===== src/rtl/fetch_pkg.sv =====
// Shared types and constants for the instruction fetch unit and its queue.
package fetch_pkg;

  localparam int INSTR_BYTES = 4;

  typedef enum logic [0:0] {
    IDLE = 1'b0,
    RUN  = 1'b1
  } fetch_state_t;

  // Entry layout at the default widths; the fetch unit re-declares it at its own widths.
  typedef struct packed {
    logic [63:0] pc;
    logic [31:0] instruction;
  } fetch_entry_t;

endpackage


===== src/rtl/instruction_fetch_if.sv =====
// Instruction-memory port and decoder handshake of the fetch unit.
interface instruction_fetch_if #(
  parameter int WORDSIZE         = 64,
  parameter int INSTRUCTION_SIZE = 32
);
  logic [WORDSIZE-1:0]         imem_addr;
  logic [INSTRUCTION_SIZE-1:0] imem_instruction;
  logic                        out_valid;
  logic                        out_ready;
  logic [INSTRUCTION_SIZE-1:0] out_instruction;
  logic [WORDSIZE-1:0]         out_pc;

  modport master (
    output imem_addr, out_valid, out_instruction, out_pc,
    input  imem_instruction, out_ready
  );

  modport slave (
    input  imem_addr, out_valid, out_instruction, out_pc,
    output imem_instruction, out_ready
  );
endinterface


===== src/rtl/fetch_queue.sv =====
// Synchronous FIFO with flush; head reads zero while empty.
module fetch_queue #(
  parameter int  DEPTH   = 2,
  parameter type entry_t = fetch_pkg::fetch_entry_t
) (
  input  logic   clk,
  input  logic   reset,
  input  logic   flush,
  input  logic   enq,
  input  logic   deq,
  input  entry_t enq_data,
  output logic   full,
  output logic   empty,
  output entry_t head
);

  localparam int PTR_W = $clog2(DEPTH);
  localparam int CNT_W = PTR_W + 1;

  entry_t             mem [DEPTH];
  logic [PTR_W-1:0]   rd_ptr;
  logic [PTR_W-1:0]   wr_ptr;
  logic [CNT_W-1:0]   count;

  // NOTE: storage is deliberately not reset; pointers and count define validity.
  always_ff @(posedge clk) begin
    if (enq) mem[wr_ptr] <= enq_data;
  end

  // NOTE: sequential state uses non-blocking assignments so every register samples pre-edge values.
  always_ff @(posedge clk) begin
    if (reset || flush) begin
      rd_ptr <= '0;
      wr_ptr <= '0;
      count  <= '0;
    end else begin
      if (enq) wr_ptr <= wr_ptr + PTR_W'(1);
      if (deq) rd_ptr <= rd_ptr + PTR_W'(1);
      case ({enq, deq})
        2'b10:   count <= count + CNT_W'(1);
        2'b01:   count <= count - CNT_W'(1);
        default: ;
      endcase
    end
  end

  assign full  = (count == CNT_W'(DEPTH));
  assign empty = (count == '0);
  assign head  = empty ? entry_t'(0) : mem[rd_ptr];

endmodule


===== src/rtl/instruction_fetch.sv =====
// Instruction fetch unit: PC, IDLE/RUN control and a fetch queue toward the decoder.
// Defining FETCH_PERF_COUNT_EN adds the 32-bit fetch_count enqueue counter output.
module instruction_fetch
  import fetch_pkg::*;
#(
  parameter int                  WORDSIZE         = 64,
  parameter int                  INSTRUCTION_SIZE = 32,
  parameter logic [WORDSIZE-1:0] RESET_PC         = '0,
  parameter int                  QUEUE_DEPTH      = 2
) (
  input  logic                 clk,
  input  logic                 reset,
  input  logic                 fetch_en,
  input  logic                 redirect_valid,
  input  logic [WORDSIZE-1:0]  redirect_pc,
  instruction_fetch_if.master  bus
`ifdef FETCH_PERF_COUNT_EN
  ,
  output logic [31:0]          fetch_count
`endif
);

  typedef struct packed {
    logic [WORDSIZE-1:0]         pc;
    logic [INSTRUCTION_SIZE-1:0] instruction;
  } entry_t;

  fetch_state_t        state;
  logic [WORDSIZE-1:0] pc;
  logic                do_enq;
  logic                do_deq;
  logic                full;
  logic                empty;
  entry_t              head;

  // Redirect squashes both queue movements in the cycle it is raised.
  assign do_deq = !empty && bus.out_ready && !redirect_valid;
  assign do_enq = (state == RUN) && !redirect_valid && (!full || do_deq);

  always_ff @(posedge clk) begin
    if (reset) begin
      state <= IDLE;
      pc    <= RESET_PC;
    end else begin
      case (state)
        IDLE:    if (fetch_en) state <= RUN;
        RUN:     if (!fetch_en && !redirect_valid) state <= IDLE;
        default: state <= IDLE;
      endcase
      if (redirect_valid)
        pc <= redirect_pc & ~WORDSIZE'(INSTR_BYTES - 1);
      else if (do_enq)
        pc <= pc + WORDSIZE'(INSTR_BYTES);
    end
  end

  fetch_queue #(
    .DEPTH   (QUEUE_DEPTH),
    .entry_t (entry_t)
  ) u_queue (
    .clk      (clk),
    .reset    (reset),
    .flush    (redirect_valid),
    .enq      (do_enq),
    .deq      (do_deq),
    .enq_data ('{pc: pc, instruction: bus.imem_instruction}),
    .full     (full),
    .empty    (empty),
    .head     (head)
  );

  assign bus.imem_addr       = {2'b00, pc[WORDSIZE-1:2]};
  assign bus.out_valid       = !empty;
  assign bus.out_instruction = head.instruction;
  assign bus.out_pc          = head.pc;

`ifdef FETCH_PERF_COUNT_EN
  always_ff @(posedge clk) begin
    if (reset)       fetch_count <= '0;
    else if (do_enq) fetch_count <= fetch_count + 32'd1;
  end
`endif

endmodule


===== src/flat_wrapper.sv =====
// flat-port wrapper written by rule: the top's interface ports become plain ports
module instruction_fetch_flat import fetch_pkg::*;
#(
  parameter int                  WORDSIZE         = 64,
  parameter int                  INSTRUCTION_SIZE = 32,
  parameter logic [WORDSIZE-1:0] RESET_PC         = '0,
  parameter int                  QUEUE_DEPTH      = 2
)
  (clk, reset, fetch_en, redirect_valid, redirect_pc, bus_imem_addr, bus_out_valid, bus_out_instruction, bus_out_pc, bus_imem_instruction, bus_out_ready);
  instruction_fetch_if #(.WORDSIZE(WORDSIZE), .INSTRUCTION_SIZE(INSTRUCTION_SIZE)) bus_i ();
  input  logic clk;
  input  logic reset;
  input  logic fetch_en;
  input  logic redirect_valid;
  input  logic [WORDSIZE-1:0] redirect_pc;
  output wire logic [$bits(bus_i.imem_addr)-1:0] bus_imem_addr;
  output wire logic [$bits(bus_i.out_valid)-1:0] bus_out_valid;
  output wire logic [$bits(bus_i.out_instruction)-1:0] bus_out_instruction;
  output wire logic [$bits(bus_i.out_pc)-1:0] bus_out_pc;
  input wire logic [$bits(bus_i.imem_instruction)-1:0] bus_imem_instruction;
  input wire logic [$bits(bus_i.out_ready)-1:0] bus_out_ready;
  assign bus_imem_addr = bus_i.imem_addr;
  assign bus_out_valid = bus_i.out_valid;
  assign bus_out_instruction = bus_i.out_instruction;
  assign bus_out_pc = bus_i.out_pc;
  assign bus_i.imem_instruction = bus_imem_instruction;
  assign bus_i.out_ready = bus_out_ready;
  instruction_fetch #(.WORDSIZE(WORDSIZE), .INSTRUCTION_SIZE(INSTRUCTION_SIZE), .RESET_PC(RESET_PC), .QUEUE_DEPTH(QUEUE_DEPTH)) u_core (.clk(clk), .reset(reset), .fetch_en(fetch_en), .redirect_valid(redirect_valid), .redirect_pc(redirect_pc), .bus(bus_i));
endmodule

===== config.mk =====
export PLATFORM = sky130hd
export DESIGN_NAME = instruction_fetch_flat
export DESIGN_NICKNAME = d
export VERILOG_FILES = /design/src/rtl/fetch_pkg.sv /design/src/rtl/instruction_fetch_if.sv /design/src/rtl/fetch_queue.sv /design/src/rtl/instruction_fetch.sv /design/src/flat_wrapper.sv
export SDC_FILE = /design/constraint.sdc
export NUM_CORES = 1
export LEC_CHECK = 0
export CAP_MARGIN = 20
export CORE_MARGIN = 2
export CORE_UTILIZATION = 50
export DETAILED_ROUTE_END_ITERATION = 16
export PLACE_DENSITY_LB_ADDON = 0.08
export SKIP_LAST_GASP = 1
export SYNTH_ARGS = -nofsm -noshare
export SYNTH_HDL_FRONTEND = slang
export SYNTH_SLANG_ARGS = --single-unit

===== constraint.sdc =====
create_clock -name clk -period 10.1 [get_ports clk]
set_input_delay 1.01 -clock clk [delete_from_list [all_inputs] [get_ports clk]]
set_output_delay 1.01 -clock clk [all_outputs]
set_load 0.02 [all_outputs]

==> impl_metrics.toml <==
[placement]
globalplace.congestion = 0.813
io_buffer_count = 255
placed_area_um2 = 13800
dpl.cell_count = 1409
detailed_place_hpwl_um = 17600

[drt]
route.detailed.wl_per_inst_um = 18.6
drt-initial-drc-count = 480
first_pass_iters = 4
drt-total-wl_um = 27200
antenna_violating_nets_post_route = 0
via_count = 8067
post-route-drc-count = 0
viasPerCell = 5.53

[yosys]
synth.cells.most_frequent = "edfxtp_1, nor2_1, mux2i_1"
synth.lib_cells_used.distinct = 55
synth_enable_flop_cells = 188
seq_area_frac_synth = 0.634
syn-cell-area_um2 = 11000
postSynth.asyncResetShare = 0
synth_area_per_cell_um2 = 12.0
synth_top_area_cell = "edfxtp_1"
netlist_top_cells_area = "edfxtp_1, dfxtp_1, mux2i_1"
synth_ff_type = "edfxtp_1"
ys_warn_count = 0
ys_ff_latch = 256
yosys.cell_count.top_type = "edfxtp_1"
synthesis.instances = 918
synth_top_cell_area_share = 0.511

[layout]
final_cell_count_no_fill = 1460
drive_gt1_frac = 0.0568
stdcell_area_um2 = 14700
final_nets = 1260
area_delta_synth_final_pct = 32.7

[clock_network]
post-cts-setup-buffers = 0
clk_pin_slew_ns = 0.06
clockBufferDepth = 3
postCtsHoldBufs = 0
numCtsBuffers = 27
tritoncts_clock_tree = "done"
worstSkewPairLatency_ns = 0.53
cts_root_buf = "clkbuf_16"
htree_num_levels = 1
cts_resized = 0
tritoncts_num_sinks = 256

[sta]
worstMarginPinSlew_ns = 1.03
period_share = 0.421
timing.max_slew.rel_slack = 0.306
hold_violations = 0
finalMaxSlewViolations = 0
finalWorstPathRequiredPeriod_ns = 4.25
rsz0062_at_grt = "false"
setup_total_negative_slack_ns = 0
setup_viol = 0
timing.clock.skew_ns = 0.0126
max_freq_mhz = 235

[critical_path]
biggest_fanout_along_the_worst_timing_path = 54
reg2reg_slack_ns = 6.94
crit_path_start_kind = "flip-flop"
worst-endpoint-required_ns = 9.09
r2r.worst_path.cells = 6
r2r-end = "u_core.pc[46]"
timing.critical_path.arrival_ns = 3.24
timing.critical_path.to_type = "output port"
critPathKind = "reg -> out"
worstReg2RegStart = "u_core.pc[2]"

[grt]
wire_length_of_the_first_global_routing_pass_um = 42400
grt_overflow = 0
first_global_vias = 7615
globalRouteTotalUtil = 0.225
grt_antenna_before_repair = 2
grt_start_max_net_pins = 78

[pwr]
p_sw_frac = 0.231
power.switching_w = 0.000544
power.share.clock = 0.398
power_per_cell_area_nw_per_um2 = 161
seq_power_share = 0.512
internal_power_w = 0.00181
power_frac_comb = 0.089
leakage_nw = 4.72
vdd.ir_drop.worst_uv = 144

[worst_hold_path]
hold_depth = 2
hold_path_class = "reg -> reg"
timing.hold.worst_endpoint = "u_core.u_queue.rd_ptr"
worst_min_delay_path_startpoint = "u_core.u_queue.rd_ptr"

[die]
initial_utilization = 0.508
design.portCount = 262
core.rowCount = 54
floorplan.die.width_um = 153
core_um2 = 21800
die_y_um = 153
fp.dieArea_um2 = 23300

[run]
drv.max_cap_violation_count = 0

[status]
run_status = "finished, final reports clean"
[kinds of logic (layout without fill, tap and decap cells)]
logic type	count (synthesis)	after routing	share of synthesized area
adder cells (fa/ha/maj)	1	1	0.00113
AO/OA/AOI/OAI	98	98	0.0670
AND/OR/NAND/NOR	359	359	0.159
XOR/XNOR	28	28	0.0222
flip-flops	256	256	0.634
other	1	5	0.000339
multiplexers	97	97	0.0879
buffers and inverters	78	336	0.0283
[how the worst max path moves through the flow]
stage | startpoint | to | slack [ns] | cells past startpoint
after detailed placement | bus_out_ready | u_core.pc[51] | 6.18 | 6
after CTS | flip-flop | bus_out_instruction[2] | 5.75 | 4
final | flip-flop | bus_out_instruction[25] | 5.85 | 4
after global routing | flip-flop | bus_out_instruction[2] | 5.70 | 4
after floorplan | redirect_valid | u_core.u_queue.mem[1][0] | 0.91 | 4
after global placement | bus_out_ready | u_core.pc[44] | 6.22 | 6
[through the flow]
| stage | hold slack (ns) | power [W] | setup slack [ns] | utilization |
|---|---|---|---|---|
| floorplan | 0.472 | 0.00132 | 0.912 | - |
| global placement | 0.485 | 0.00143 | 6.22 | 0.635 |
| detailed placement | 0.504 | 0.00144 | 6.18 | 0.635 |
| CTS | 0.522 | 0.00237 | 5.75 | 0.674 |
| global route | 0.536 | 0.00243 | 5.70 | 0.674 |
| finish | 0.518 | 0.00235 | 5.85 | 0.674 |
[power by group through the flow]
| stage | clock network [W] | registers (W) | logic, W |
|---|---|---|---|
| floorplan | 0 | 0.00124 | 0.0000839 |
| global placement | 0 | 0.00123 | 0.000209 |
| detailed placement | 0 | 0.00123 | 0.000211 |
| CTS | 0.000956 | 0.00121 | 0.000212 |
| global route | 0.000997 | 0.00121 | 0.000226 |
| finish | 0.000938 | 0.00121 | 0.000210 |
[worst max-delay path, stage by stage, from the launching register on]
cell             delay [ns]
dfxtp_4                0.83
buf_4                  0.85
mux2i_1                0.17
nor2_1                 0.17
clkdlybuf4s50_1        0.62
[layout make-up]
cell class / count / area (um2)
Fill cell: 1681 / 7090
Sequential cell: 256 / 7010
Multi-Input combinational cell: 587 / 3760
Timing Repair Buffer: 265 / 2620
Clock buffer: 35 / 737
Tap cell: 280 / 350
Clock inverter: 15 / 103
Inverter: 21 / 78.8
Antenna cell: 1 / 2.50
[metal layers]
metal  global-route usage  vias to the layer above  part of all wire
met5                    0                        -           0.00040
met4               0.0542                        2             0.022
met3               0.0478                       45             0.065
met2                0.366                      247              0.47
met1                0.312                     3865              0.44
li1                     -                     3908                 -
[cells in the final DEF (no fill, tap or decap), types with 24 or more instances in the layout]
cell	Yosys	layout
nor2_1	157	156
edfxtp_1	188	188
a211oi_1	27	27
dfxtp_1	68	67
nand2_1	50	50
nand4_1	24	24
clkbuf_16	0	28
mux2i_1	97	97
nand3_1	24	24
clkdlybuf4s50_1	0	253
[flip-flops by register name, indices dropped and copies added (netlist names), named ones only]
| signal | count |
|---|---|
| u_core.u_queue.count | 2 |
| u_core.state | 1 |
| u_core.u_queue.wr_ptr | 1 |
| u_core.u_queue.rd_ptr | 1 |
| u_core.pc | 62 |
| u_core.u_queue.mem | 188 |
(Power assumes the default switching activity.)
